**src/rtl/div_pkg.sv**
```systemverilog
// -----------------------------------------------------------------------------
// div_pkg
// Shared definitions for the sequential 64-bit restoring divider and its
// subtract stage: default datapath width, iteration counter width and the
// divider FSM state encoding.
// -----------------------------------------------------------------------------
package div_pkg;

    // Operand / result width of the mantissa divide path.
    localparam int DIV_W = 64;

    // Iteration counter width: counts WIDTH-1 down to 0.
    localparam int DIV_CNT_W = $clog2(DIV_W);

    // Divider control states.
    typedef enum logic [1:0] {
        IDLE = 2'd0,
        RUN  = 2'd1,
        DONE = 2'd2
    } div_state_t;

endpackage : div_pkg

```
**src/rtl/seq_div64_sub64.sv**
```systemverilog
// -----------------------------------------------------------------------------
// sub64
// Purely combinational W-bit subtractor (default 64) computing a - b as
// a + ~b + 1 through a parallel-prefix generate/propagate (KGP) carry tree,
// so one divider iteration fits in a single clock cycle.
//
// Ports:
//   a_i      in  W  minuend
//   b_i      in  W  subtrahend
//   diff_o   out W  (a - b) modulo 2^W
//   borrow_o out 1  1 when a < b (inverse of the adder carry-out)
// -----------------------------------------------------------------------------
module sub64
    import div_pkg::*;
#(
    parameter int W = DIV_W
) (
    input  logic [W-1:0] a_i,
    input  logic [W-1:0] b_i,
    output logic [W-1:0] diff_o,
    output logic         borrow_o
);

    localparam int LVL = $clog2(W);

    logic [W-1:0] b_n_s;
    logic [W-1:0] gen_s;
    logic [W-1:0] prop_s;

    // Group generate / propagate at each prefix level.
    logic [W-1:0] g_s [0:LVL];
    logic [W-1:0] p_s [0:LVL-1];

    assign b_n_s  = ~b_i;
    assign gen_s  = a_i & b_n_s;
    assign prop_s = a_i ^ b_n_s;

    // The carry-in of 1 is folded into bit 0's generate, so every group that
    // reaches bit 0 already accounts for it and needs no propagate term.
    assign g_s[0] = {gen_s[W-1:1], gen_s[0] | prop_s[0]};
    assign p_s[0] = prop_s;

    // Kogge-Stone style prefix: each level doubles the span of every group.
    // Bits shifted in from below are zero, which leaves groups that already
    // reach bit 0 unchanged.
    for (genvar l = 0; l < LVL; l++) begin : g_prefix
        localparam int SPAN = 2 ** l;
        assign g_s[l+1] = g_s[l] | (p_s[l] & (g_s[l] << SPAN));
        if (l < LVL - 1) begin : g_prop
            assign p_s[l+1] = p_s[l] & (p_s[l] << SPAN);
        end
    end

    // Carry into bit i is the group generate of bits [i-1:0]; bit 0 sees the carry-in.
    assign diff_o   = prop_s ^ {g_s[LVL][W-2:0], 1'b1};
    assign borrow_o = ~g_s[LVL][W-1];

endmodule : sub64

```
**src/rtl/seq_div64.sv**
```systemverilog
// -----------------------------------------------------------------------------
// seq_div64
// Sequential unsigned restoring divider, one quotient bit per clock. Operands
// are taken through a valid/ready handshake; the result is held in registers
// until the consumer accepts it. A zero divisor short-circuits to DONE with
// quotient = all ones, remainder = dividend and div_zero set.
//
// Ports:
//   clk        in   1      rising-edge clock
//   reset      in   1      asynchronous active-low reset
//   in_valid   in   1      operands present
//   in_ready   out  1      idle, able to accept operands
//   dividend   in   WIDTH  unsigned numerator
//   divisor    in   WIDTH  unsigned denominator
//   out_valid  out  1      result valid, held until accepted
//   out_ready  in   1      consumer accepts the result
//   quotient   out  WIDTH  registered quotient
//   remainder  out  WIDTH  registered remainder
//   div_zero   out  1      result came from a divide by zero
// -----------------------------------------------------------------------------
module seq_div64
    import div_pkg::*;
#(
    parameter int WIDTH = DIV_W
) (
    input  logic             clk,
    input  logic             reset,
    input  logic             in_valid,
    output logic             in_ready,
    input  logic [WIDTH-1:0] dividend,
    input  logic [WIDTH-1:0] divisor,
    output logic             out_valid,
    input  logic             out_ready,
    output logic [WIDTH-1:0] quotient,
    output logic [WIDTH-1:0] remainder,
    output logic             div_zero
);

    localparam int CNT_W = $clog2(WIDTH);

    // WIDTH is a power of two, so WIDTH-1 is the all-ones count value.
    localparam logic [CNT_W-1:0] CNT_LAST = {CNT_W{1'b1}};
    localparam logic [CNT_W-1:0] CNT_ONE  = {{(CNT_W-1){1'b0}}, 1'b1};

    div_state_t       state_q;
    logic [CNT_W-1:0] cnt_q;
    logic [WIDTH-1:0] quo_q;        // working quotient / remaining dividend bits
    logic [WIDTH-1:0] rem_q;        // partial remainder
    logic [WIDTH-1:0] den_q;        // captured divisor
    logic [WIDTH-1:0] quotient_q;
    logic [WIDTH-1:0] remainder_q;
    logic             div_zero_q;
    logic             out_valid_q;

    logic [WIDTH-1:0] trial_s;
    logic [WIDTH-1:0] diff_s;
    logic             borrow_s;
    logic             take_s;
    logic [WIDTH-1:0] quo_d;
    logic [WIDTH-1:0] rem_d;

    // Low WIDTH bits of the shifted partial remainder; rem_q[WIDTH-1] is the
    // kept 65th bit and is handled in the take decision below.
    assign trial_s = {rem_q[WIDTH-2:0], quo_q[WIDTH-1]};

    sub64 #(
        .W (WIDTH)
    ) u_sub64 (
        .a_i      (trial_s),
        .b_i      (den_q),
        .diff_o   (diff_s),
        .borrow_o (borrow_s)
    );

    // Restoring step: subtract when the 65-bit trial value is >= divisor.
    // With the top bit set the trial exceeds any divisor, and the low WIDTH
    // bits of the difference are exact because the result is < divisor.
    always_comb begin
        take_s = rem_q[WIDTH-1] | ~borrow_s;
        quo_d  = {quo_q[WIDTH-2:0], take_s};
        if (take_s) begin
            rem_d = diff_s;
        end else begin
            rem_d = trial_s;
        end
    end

    // Divider FSM with datapath registers and registered result outputs.
    always_ff @(posedge clk or negedge reset) begin
        if (!reset) begin
            state_q     <= IDLE;
            cnt_q       <= '0;
            quo_q       <= '0;
            rem_q       <= '0;
            den_q       <= '0;
            quotient_q  <= '0;
            remainder_q <= '0;
            div_zero_q  <= 1'b0;
            out_valid_q <= 1'b0;
        end else begin
            case (state_q)
                IDLE: begin
                    if (in_valid) begin
                        if (divisor == '0) begin
                            state_q     <= DONE;
                            quotient_q  <= '1;
                            remainder_q <= dividend;
                            div_zero_q  <= 1'b1;
                            out_valid_q <= 1'b1;
                        end else begin
                            state_q <= RUN;
                            quo_q   <= dividend;
                            rem_q   <= '0;
                            den_q   <= divisor;
                            cnt_q   <= CNT_LAST;
                        end
                    end
                end
                RUN: begin
                    quo_q <= quo_d;
                    rem_q <= rem_d;
                    if (cnt_q == '0) begin
                        state_q     <= DONE;
                        quotient_q  <= quo_d;
                        remainder_q <= rem_d;
                        div_zero_q  <= 1'b0;
                        out_valid_q <= 1'b1;
                    end else begin
                        cnt_q <= cnt_q - CNT_ONE;
                    end
                end
                DONE: begin
                    if (out_ready) begin
                        state_q     <= IDLE;
                        out_valid_q <= 1'b0;
                    end
                end
                default: begin
                    state_q     <= IDLE;
                    out_valid_q <= 1'b0;
                end
            endcase
        end
    end

    // in_ready depends only on the state register, never on in_valid.
    assign in_ready  = (state_q == IDLE);
    assign out_valid = out_valid_q;
    assign quotient  = quotient_q;
    assign remainder = remainder_q;
    assign div_zero  = div_zero_q;

endmodule : seq_div64

```
**config.mk**
```make
export PLATFORM = sky130hd
export DESIGN_NAME = seq_div64
export DESIGN_NICKNAME = d
export VERILOG_FILES = /design/src/rtl/div_pkg.sv /design/src/rtl/seq_div64_sub64.sv /design/src/rtl/seq_div64.sv
export SDC_FILE = /design/constraint.sdc
export NUM_CORES = 1
export LEC_CHECK = 0
export BUFFER_PORTS_ARGS = -buffer_cell sky130_fd_sc_hd__buf_4
export CORE_MARGIN = 2
export CORE_UTILIZATION = 55
export CTS_BUF_LIST = sky130_fd_sc_hd__clkbuf_8
export CTS_CLUSTER_DIAMETER = 120
export DETAILED_ROUTE_END_ITERATION = 6
export GPL_TIMING_DRIVEN = 0
export PLACE_DENSITY_LB_ADDON = 0.15
export SLEW_MARGIN = 0
export SYNTH_ARGS = -nofsm -noshare
export SYNTH_HDL_FRONTEND = slang
export SYNTH_SLANG_ARGS = --single-unit
```
**constraint.sdc**
```tcl
create_clock -name clk -period 4.1 [get_ports clk]
set_input_delay 0.615 -clock clk [delete_from_list [all_inputs] [get_ports clk]]
set_output_delay 0.615 -clock clk [all_outputs]
set_load 0.005 [all_outputs]
```
==> results by group <==
Outcome
  • Status: finished with violations
  • Failing checks: design-rule violations

Placement
  • # port buffers: 262
  • Detailed-placement wirelength estimate: 48610 um
  • GP Congestion: 0.9321
  • Placed standard-cell area: 0.02088 mm^2
  • Placement Setup Slack: -899.4 ps

Critical path
  • Crit. End Element: flop
  • Launch instance of the worst register-to-register path: den_q[0]$_DFFE_PN0P_
  • Source of the critical timing path: divisor[3]
  • Required time at the worst-slack endpoint: 4660 ps
  • Type of element launching the critical path: primary input
  • Critical path peak fanout: 10
  • Critical-path cell list: buf_4, nor4_2, nand4_1, nor4_2, nand2_1, or2_1, a21oi_2, buf_2, clkbuf_1, o21ai_0, nand2_1
  • Critical setup path kind: primary input to flop
  • Cell with the largest stage delay on the worst path: sky130_fd_sc_hd__nor4_2
  • Arrival time of the worst setup path: 4510 ps
  • Slowest stage delay, CP: 670 ps

Layout
  • Area growth, synth to finish: 19.79%
  • N_diodes: 0
  • Leading cell types in the layout, fill and taps excluded: sky130_fd_sc_hd__nand2_1 (393), sky130_fd_sc_hd__dfrtp_1 (330), sky130_fd_sc_hd__o21ai_0 (298)
  • Nets: 2602
  • Footprint of the multi-input gates: 0.009148 mm^2
  • Most common cell after layout, fill and taps aside: sky130_fd_sc_hd__nand2_1
  • Register cell area after layout: approximately 0.0083 mm^2
  • Final std cell area, no fill: between 0.02 and 0.025 mm^2
  • End-of-flow core utilization: 0.6718
  • Fill cell count: 2687
  • Proportion of layout cells with a drive suffix above 1: 0.1680

STA
  • Worst slew margin: 0.3917
  • Post-route setup slack: 147.8 ps
  • Final hold vios: 0
  • Max-slew violations: 0
  • Total of endpoints with negative setup slack in the final report: 0
  • Portion of the clock cycle consumed by the worst path in the final layout: 0.9639
  • Final worst path period need: a little under 4000 ps
  • Maximum clock rate: 253.0 MHz
  • Actual slew at the worst max-slew pin: 912.5 ps
  • Post-route clock skew: ~29 ps

Yosys
  • Average instance area after synthesis: 8.778 um^2
  • Count of flip-flops with a built-in enable after synthesis: 0
  • XOR/XNOR share of the synthesized area: 0.02681
  • Fraction of registers with async set or reset after synthesis: 1.000
  • Number of cells produced by synthesis: 2084
  • Primary FF master, synth: sky130_fd_sc_hd__dfrtp_1
  • Area fraction in compound gates after synthesis: 0.2218
  • Leading area contributor after synthesis: sky130_fd_sc_hd__dfrtp_1
  • Share of synthesized area occupied by flip-flops and latches: 0.4514
  • Area share of fa/ha/maj cells after synthesis: 0.04624
  • Basic-gate share of the synthesized area counting and, or, nand and nor cells: 0.1538
  • Distinct cells, synth: 82
  • Multiplexer fraction of the synthesized cell area: 0.05055
  • Largest family of logic cells by synthesized area: compound AO/OA/AOI/OAI gates
  • Count of state elements after synthesis: 330
  • Synthesis Warnings: 0
  • Share of the synthesized area in the top cell type: 0.4514
  • Net count of the mapped netlist: 2283
  • Cell area after synthesis: 0.01829 mm^2
  • Cell types occupying the most area after synthesis: sky130_fd_sc_hd__dfrtp_1 (45%), sky130_fd_sc_hd__o21ai_0 (8.2%), sky130_fd_sc_hd__nand2_1 (8.1%)

Clock tree
  • Inserted Clock Buffers: 53
  • Worst-case clock buffer depth: 3
  • CTS clock-pin slew for the worst setup and hold paths: 60 ps
  • Clk sinks: 330
  • Clock tree from TritonCTS: yes
  • CTS H-Tree Depth: 2
  • Clk Latency, worst-skew pair: approximately 650 ps
  • Clock Root Buffer: sky130_fd_sc_hd__clkbuf_8
  • Postcts setup bufs: 0

GRT
  • Total global routing track utilization: 0.3523
  • Pin count of the biggest net entering global routing: about 120
  • Initial antenna violation count: 0
  • First-pass GRT wire length: 94810 um
  • Vias in the first global route: about 16000
  • Residual overflow from global routing: 0

Die
  • Ports placed on the boundary: 263
  • Core outline area: roughly 0.033 mm^2
  • Die height: 186.4 um
  • Area enclosed by the die boundary: 0.03473 mm^2
  • # rows: 66
  • Initial standard-cell utilization of the core: 0.5608
  • Horizontal die dimension: 186.4 um

Route
  • Average via count per standard cell: ~6.0
  • Average detailed-routed wire length per instance: ~21 um
  • TritonRoute pass-1 iters: 7
  • Violation count after the first detailed-route iteration: 1713
  • Via count of the routed design: 17179
  • Drt drc: 6
  • Post-Route WL: 61890 um
  • Number of nets still failing antenna checks after routing: 0

Power and ir drop
  • VDD IR max: 0.0004452 V
  • Leak: 10.48 nW
  • Cell area power density: roughly 1000 mW/mm^2
  • Total power: 21.90 mW

Hold path
  • HP Class: primary input to async pin

Flow run
  • Number of violations of the max-capacitance limit: 0
==> power breakdown <==
part           switching [mW]  internal [mW]
combinational            8.14           5.00
sequential               1.17           4.81
clock                    1.35           1.44
total                    10.7           11.2
==> metal layers <==
metal | up-vias | GRT usage | share of wire
li1 | 7951 | - | -
met1 | 8299 | 0.5173 | 0.45
met2 | 808 | 0.5164 | 0.43
met3 | 121 | 0.07598 | 0.093
met4 | 0 | 0.1237 | 0.031
met5 | - | 0 | 0
==> kinds of logic (layout without fill, tap and decap cells) <==
kind of cell,count (synthesis),in the layout
compound gates,679,679
xor+xnor,56,56
fa+ha+maj,67,67
buf+inv,219,575
flops,330,330
mux,92,92
simple gates,641,641
==> timing repair <==
item	in CTS	in global routing
cloned	0	0
hold buffers	0	0
pin swaps	0	0
endpoints found under the setup margin	10	11
endpoints found under the hold margin	0	0
gates resized for setup	1	2
==> metrics by stage <==
stage	hold WS [ps]	instances	setup TNS (ps)
2_1_floorplan	319.4	2084	0
3_3_place_gp	453.5	2788	-272260
3_5_place_dp	459.0	2790	-84790
4_1_cts	79.18	2882	0
5_1_grt	126.7	2882	-17.19
6_report	69.00	2882	0
==> synthesized netlist by cell type (all sizes together) (3+ instances only) <==
library cell    n
nand2         394
dfrtp         330
o21ai         329
a21oi         153
clkbuf        100
nor2           90
mux2i          89
inv            82
ha             66
buf            37
xnor2          34
a21o           33
o21a           33
nand3          28
nand4          24
a31oi          23
nor4           22
xor2           22
o211ai         20
nor3           18
a211oi         15
and3           14
a32oi          12
nor2b          10
or3            10
and2            9
o21bai          9
a21boi          7
nand2b          7
o31ai           5
or2             5
a221oi          4
o22ai           4
a221o           3
a41o            3
mux2            3
o2111ai         3
o221ai          3
==> critical path: cells and delay by family <==
kind | cells | cell delay [ps]
AND/OR/NAND/NOR | 6 | 2100
AO/OA/AOI/OAI | 2 | 730
buffers and inverters | 3 | 1040
==> sequential cells by signal, indices dropped and copies added, names as in the netlist <==
signal     cells
div_zero       1
quotient      64
rem_q         64
quo_q         64
remainder     64
den_q         64
state_q        2
cnt_q          6
out_valid      1
==> worst paths after layout <==
kind	end	slack [ps]	cells after the start
min reg2reg	quotient[54]$_DFFE_PN0P_	470	2
min	quotient[56]$_DFFE_PN0P_	70	1
max	quotient[62]$_DFFE_PN0P_	150	11
min in group clk	den_q[32]$_DFFE_PN0P_	180	3
max in group asynchronous	rem_q[16]$_DFFE_PN0P_	2970	2
max reg2reg	remainder[16]$_DFFE_PN0P_	190	14
==> cell type report <==
cell class                 count  share of cell area
tap                          442             0.02524
sequential                   330              0.3768
multi-input combinational   1535              0.4174
inverter                      82             0.01405
buffer                       137             0.02718
clock inverter                26            0.005196
timing repair buffer         264             0.09261
clock buffer                  66             0.04145
Power figures use the tool's default switching activity.
